## src/rtl/multicycle_control_pkg.sv

```systemverilog
// Shared encodings for the multicycle MIPS control unit: states, opcodes and
// the select-field encodings driven onto the datapath.
package multicycle_control_pkg;

    typedef enum logic [3:0] {
        FETCH, DECODE, MEMADR, MEMRD, MEMWB, MEMWR,
        EXEC, ALUWB, ADDIEX, ADDIWB, BRANCH, JUMP
    } state_e;

    localparam logic [5:0] OP_R    = 6'b000000;
    localparam logic [5:0] OP_LW   = 6'b100011;
    localparam logic [5:0] OP_SW   = 6'b101011;
    localparam logic [5:0] OP_BEQ  = 6'b000100;
    localparam logic [5:0] OP_BNE  = 6'b000101;
    localparam logic [5:0] OP_ADDI = 6'b001000;
    localparam logic [5:0] OP_J    = 6'b000010;

    localparam logic [1:0] ULAOP_ADD   = 2'b00;
    localparam logic [1:0] ULAOP_BEQ   = 2'b01;
    localparam logic [1:0] ULAOP_FUNCT = 2'b10;
    localparam logic [1:0] ULAOP_BNE   = 2'b11;

    localparam logic [1:0] SRCB_REG   = 2'b00;
    localparam logic [1:0] SRCB_FOUR  = 2'b01;
    localparam logic [1:0] SRCB_IMM   = 2'b10;
    localparam logic [1:0] SRCB_IMMSH = 2'b11;

    localparam logic [1:0] PCSRC_ALU    = 2'b00;
    localparam logic [1:0] PCSRC_ALUOUT = 2'b01;
    localparam logic [1:0] PCSRC_JUMP   = 2'b10;

    // FETCH doubles as the "unsupported opcode" marker for DECODE.
    function automatic state_e decode_next(input logic [5:0] op);
        case (op)
            OP_LW, OP_SW:    return MEMADR;
            OP_R:            return EXEC;
            OP_ADDI:         return ADDIEX;
            OP_BEQ, OP_BNE:  return BRANCH;
            OP_J:            return JUMP;
            default:         return FETCH;
        endcase
    endfunction

endpackage

```

## src/rtl/multicycle_control.sv

```systemverilog
// Multicycle MIPS control FSM with a memory-wait watchdog; strobes decode from
// the current state, only the FETCH load strobes follow mem_ready directly.
module multicycle_control
    import multicycle_control_pkg::*;
#(
    parameter int unsigned WAIT_LIMIT = 15
) (
    input  logic       clk,
    input  logic       rst,
    input  logic [5:0] op,
    input  logic       mem_ready,
    output logic       mem_req,
    output logic       MemRead,
    output logic       MemWrite,
    output logic       IorD,
    output logic       IRWrite,
    output logic       PCWrite,
    output logic       PCWriteCond,
    output logic       RegDst,
    output logic       MemtoReg,
    output logic       RegWrite,
    output logic       ALUSrcA,
    output logic [1:0] ALUSrcB,
    output logic [1:0] ULAOp,
    output logic [1:0] PCSource,
    output logic       illegal_op,
    output logic       bus_error
);

    state_e     state_q, state_d;
    logic [7:0] wait_q, wait_d;
    logic       bne_q, bne_d;
    logic       bus_err_q, bus_err_d;
    logic       mem_state;
    logic       timeout;

    always_comb begin
        mem_state = (state_q == FETCH) || (state_q == MEMRD) || (state_q == MEMWR);
        // Expires on the WAIT_LIMIT-th cycle spent in the state; a ready that
        // same cycle still wins.
        timeout   = mem_state && !mem_ready && (({1'b0, wait_q} + 9'd1) == 9'(WAIT_LIMIT));
        state_d   = state_q;
        bne_d     = bne_q;
        bus_err_d = 1'b0;
        case (state_q)
            FETCH:   if (mem_ready) state_d = DECODE;
            DECODE: begin
                state_d = decode_next(op);
                bne_d   = (op == OP_BNE);
            end
            MEMADR:  state_d = (op == OP_SW) ? MEMWR : MEMRD;
            MEMRD:   if (mem_ready) state_d = MEMWB;
            MEMWR:   if (mem_ready) state_d = FETCH;
            EXEC:    state_d = ALUWB;
            ADDIEX:  state_d = ADDIWB;
            default: state_d = FETCH;
        endcase
        if (timeout) begin
            state_d   = FETCH;
            bus_err_d = 1'b1;
        end
        wait_d = ((state_d != state_q) || timeout) ? 8'd0 : wait_q + 8'd1;
    end

    always_ff @(posedge clk) begin
        if (rst) begin
            state_q   <= FETCH;
            wait_q    <= 8'd0;
            bne_q     <= 1'b0;
            bus_err_q <= 1'b0;
        end else begin
            state_q   <= state_d;
            wait_q    <= wait_d;
            bne_q     <= bne_d;
            bus_err_q <= bus_err_d;
        end
    end

    always_comb begin
        mem_req     = 1'b0;
        MemRead     = 1'b0;
        MemWrite    = 1'b0;
        IorD        = 1'b0;
        IRWrite     = 1'b0;
        PCWrite     = 1'b0;
        PCWriteCond = 1'b0;
        RegDst      = 1'b0;
        MemtoReg    = 1'b0;
        RegWrite    = 1'b0;
        ALUSrcA     = 1'b0;
        ALUSrcB     = SRCB_REG;
        ULAOp       = ULAOP_ADD;
        PCSource    = PCSRC_ALU;
        illegal_op  = 1'b0;
        bus_error   = 1'b0;
        if (!rst) begin
            bus_error = bus_err_q;
            case (state_q)
                FETCH: begin
                    mem_req = 1'b1;
                    MemRead = 1'b1;
                    ALUSrcB = SRCB_FOUR;
                    IRWrite = mem_ready;
                    PCWrite = mem_ready;
                end
                DECODE: begin
                    ALUSrcB    = SRCB_IMMSH;
                    illegal_op = (decode_next(op) == FETCH);
                end
                MEMADR: begin
                    ALUSrcA = 1'b1;
                    ALUSrcB = SRCB_IMM;
                end
                MEMRD: begin
                    mem_req = 1'b1;
                    MemRead = 1'b1;
                    IorD    = 1'b1;
                end
                MEMWR: begin
                    mem_req  = 1'b1;
                    MemWrite = 1'b1;
                    IorD     = 1'b1;
                end
                MEMWB: begin
                    RegWrite = 1'b1;
                    MemtoReg = 1'b1;
                end
                EXEC: begin
                    ALUSrcA = 1'b1;
                    ALUSrcB = SRCB_REG;
                    ULAOp   = ULAOP_FUNCT;
                end
                ALUWB: begin
                    RegWrite = 1'b1;
                    RegDst   = 1'b1;
                end
                ADDIEX: begin
                    ALUSrcA = 1'b1;
                    ALUSrcB = SRCB_IMM;
                end
                ADDIWB:  RegWrite = 1'b1;
                BRANCH: begin
                    ALUSrcA     = 1'b1;
                    PCWriteCond = 1'b1;
                    PCSource    = PCSRC_ALUOUT;
                    ULAOp       = bne_q ? ULAOP_BNE : ULAOP_BEQ;
                end
                JUMP: begin
                    PCWrite  = 1'b1;
                    PCSource = PCSRC_JUMP;
                end
                default: ;
            endcase
        end
    end

endmodule

```

## config.mk

```make
export PLATFORM = sky130hd
export DESIGN_NAME = multicycle_control
export DESIGN_NICKNAME = d
export VERILOG_FILES = /design/src/rtl/multicycle_control_pkg.sv /design/src/rtl/multicycle_control.sv
export SDC_FILE = /design/constraint.sdc
export NUM_CORES = 1
export LEC_CHECK = 0
export CORE_UTILIZATION = 45
export CTS_CLUSTER_SIZE = 8
export DETAILED_ROUTE_END_ITERATION = 10
export GPL_TIMING_DRIVEN = 0
export HOLD_SLACK_MARGIN = 0.12
export MAX_ROUTING_LAYER = met4
export PLACE_DENSITY_LB_ADDON = 0.1
export SYNTH_ARGS = -nofsm -noshare
export SYNTH_HDL_FRONTEND = slang
export SYNTH_SLANG_ARGS = --single-unit
```

## constraint.sdc

```tcl
create_clock -name clk -period 2.2 [get_ports clk]
set_input_delay 0.33 -clock clk [delete_from_list [all_inputs] [get_ports clk]]
set_output_delay 0.33 -clock clk [all_outputs]
set_load 0.1 [all_outputs]
```

==> flow_summary_export.csv <==
group,metric,value,unit
cells_and_area,layout.nets,211,
sta,hold_viol,0,
worst_setup_path,arrival,2.49,ns
cts,holdBufCountCts,0,
cells_and_area,area_growth,65.20,%
drt,dr.first_iter.drc_count,35,
placed_design,place.gp.congestion,0.8903,
floorplanning,die_w,54.81,um
cells_and_area,drive_gt1_share,43.72,%
sta,worst_pin_slew,0.5113,ns
sta,drv_slew,0,
drt,drt_wl_total,4135,um
outcome,status,"finished, violations left",
outcome,violations,"setup timing",
floorplanning,ios,28,
drt,first_pass_iters,5,
worst_setup_path,crit_type,"reg -> reg",
global_route,overflow,0,
yosys,synth_compound_area_share,27.22,%
global_route,antenna_found_initial,0,
cts,cts_inserted_buffers,3,
floorplanning,dieArea,3004,um2
yosys,avgSynthCellArea,7.843,um2
yosys,synth_xor_area_share,6.979,%
yosys,ys_types,52,
cts,ctsRootBufferMaster,"clkbuf_4",
cts,clockBufferDepth,2,
yosys,ys_top_cells_by_area,"dfxtp_1 (22%), a2111oi_1 (5.6%), xor2_1 (4.9%), nor3_1 (4.4%), nor2_1 (4.2%)",
global_route,grt_pass1_wl,5796,um
floorplanning,die_h,54.81,um
hold_path,min-delay-path-class,"in -> reg",
placed_design,place_inst,216,
flow_run,maxCapViolCount,0,
power,power.density,357.8,nW/um2
placed_design,portBuffers,26,
sta,max_freq,440.2,MHz
sta,setup_viol,3,
yosys,synth_top_family_by_area,"simple AND/OR/NAND/NOR gates",
drt,vias,1481,
worst_setup_path,crit_fanout,8,
global_route,grt_max_degree,11,
cells_and_area,stdcell_count,229,
sta,setup_slack,-0.07163,ns
drt,drc,0,
worst_setup_path,start_kind,"flip-flop",
yosys,synthSimpleGateAreaFrac,34.90,%
power,p_total,0.7418,mW
yosys,mappedNetlistArea,1255,um2
yosys,seq_area_frac_synth,22.33,%
drt,wl_per_cell,18.06,um
yosys,synth_mux_area_share,0.7976,%
sta,min_period,2.272,ns
yosys,synth_top_area_cell,"dfxtp_1",
cts,tritoncts,"built",
placed_design,hpwl,2620,um
power,leakagePower,0.7543,nW
yosys,ys_ff_latch,14,
yosys,synth_edf_count,0,
worst_setup_path,cp-end-kind,"flip-flop",
cts,clk_pin_slew,0.10,ns
floorplanning,rows,18,
cells_and_area,final_core_util,81.47,%
power,peakVddDrop,0.3062,mV
yosys,yosysWarnings,0,
worst_setup_path,critPathRequiredTime,2.42,ns
cts,clock_latency,0.31,ns
sta,slew_headroom,65.68,%
sta,rsz0062_at_grt,"true",
cts,cts.sinks,14,
floorplanning,start_util,49.31,%
yosys,synth_common_cells,"dfxtp_1 (14), nor2_1 (14), nor3_1 (11)",
sta,skew,0.002996,ns
yosys,synth_top_area_share,22.33,%
cts,cts_max_level,1,
sta,finalCritPeriodShare,103.3,%
floorplanning,coreArea,2545,um2
drt,avgViaCountPerCell,6.467,
yosys,syn_nets,171,
yosys,synth_flop_cell,"dfxtp_1",
yosys,synthAdderAreaFrac,1.994,%
drt,postRouteAntennaNets,0,
cells_and_area,antenna_cells,0,
global_route,track_usage,28.71,%
yosys,async_reset_ff_share,0,%
yosys,netlist_instances,160,
global_route,grt_pass1_vias,1202,
cells by family after synthesis:
logic type / count (synthesis)
simple gates: 73
xor+xnor: 10
fa+ha+maj: 2
flops: 14
mux: 1
buf+inv: 16
compound gates: 44
metrics by stage:
stage | instance area (um2) | TNS [ns] | hold slack [ns] | worst slack (ns)
3_5_place_dp | 1755 | -20.24 | 0.4813 | -1.117
4_1_cts | 1893 | -0.3440 | 0.5085 | -0.08697
6_report | 2073 | -0.1265 | 0.4962 | -0.07163
3_3_place_gp | 1755 | -20.26 | 0.4801 | -1.090
2_1_floorplan | 1458 | -1.061 | 0.4542 | -0.3498
5_1_grt | 2073 | -0.6739 | 0.5473 | -0.1299
repair_timing:
item | CTS | global route
gates resized for setup | 139 | 25
endpoints found under the setup margin | 27 | 20
buffers inserted | 2 | 8
pin swaps | 5 | 6
gates cloned | 0 | 0
final cells by class:
| cell class | count | area (um2) |
|---|---|---|
| plain buffers | 10 | 103.9 |
| clock buffers | 4 | 36.28 |
| fillers | 145 | 471.7 |
| inverters | 5 | 18.77 |
| multi-input cells | 130 | 1257 |
| flip-flops and latches | 14 | 286.5 |
| well taps | 30 | 37.54 |
| repair buffers | 36 | 332.8 |
placed cells by master, fill, tap and decap left out, drive strengths merged, types with 2 or more instances in the layout:
cell | netlist | layout
buf | 4 | 29
clkbuf | 7 | 14
nor2 | 14 | 14
dfxtp | 14 | 14
nor3 | 11 | 11
a21oi | 9 | 9
a2111oi | 9 | 9
xor2 | 7 | 7
nand2 | 7 | 7
inv | 5 | 5
o211ai | 5 | 5
nor2b | 5 | 5
nand2b | 4 | 4
nand3 | 4 | 4
dlymetal6s2s | 0 | 4
or3 | 4 | 4
nor4 | 4 | 4
xnor2 | 3 | 3
a211o | 3 | 3
dlygate4sd2 | 0 | 3
or2 | 3 | 3
nor3b | 3 | 3
or4b | 2 | 2
nand4b | 2 | 2
a31oi | 2 | 2
a2bb2oi | 2 | 2
o21a | 2 | 2
and3b | 2 | 2
ha | 2 | 2
and3 | 2 | 2
o21ai | 2 | 2
nor4bb | 2 | 2
worst max-delay path, stage by stage, from the launching register on:
cell and delay, ns:
dfxtp_4 0.38, or4b_4 0.58, nor2b_4 0.17, a31oi_4 0.10, a221o_2 0.52, buf_6 0.18, a2111oi_4 0.26
where the power goes:
| group | internal (mW) | switching [mW] |
|---|---|---|
| sequential | 0.257 | 0.00871 |
| clock | 0.101 | 0.104 |
| combinational | 0.0908 | 0.179 |
worst paths after layout:
path                         start              endpoint  slack [ns]  cells after the start
max          state_q[3]$_SDFF_PP0_  wait_q[1]$_SDFF_PP0_       -0.07                      6
max reg2reg  state_q[3]$_SDFF_PP0_  wait_q[1]$_SDFF_PP0_       -0.07                      6
min                          op[0]    bne_q$_SDFFE_PP0P_        0.50                      3
min reg2reg     bne_q$_SDFFE_PP0P_    bne_q$_SDFFE_PP0P_        0.54                      2
flip-flops by register name (all words and copies together) (netlist names):
name and flops:
bus_err_q 1, wait_q 8, state_q 4, bne_q 1
per-layer routing:
metal	vias up	global-route usage (%)	routed length, um
met4	0	14.10	87
met5	-	-	0
met2	56	40.96	2008
met1	716	38.08	1809
li1	700	-	-
met3	9	5.556	229
No activity file was read; power rests on OpenSTA's default activity.
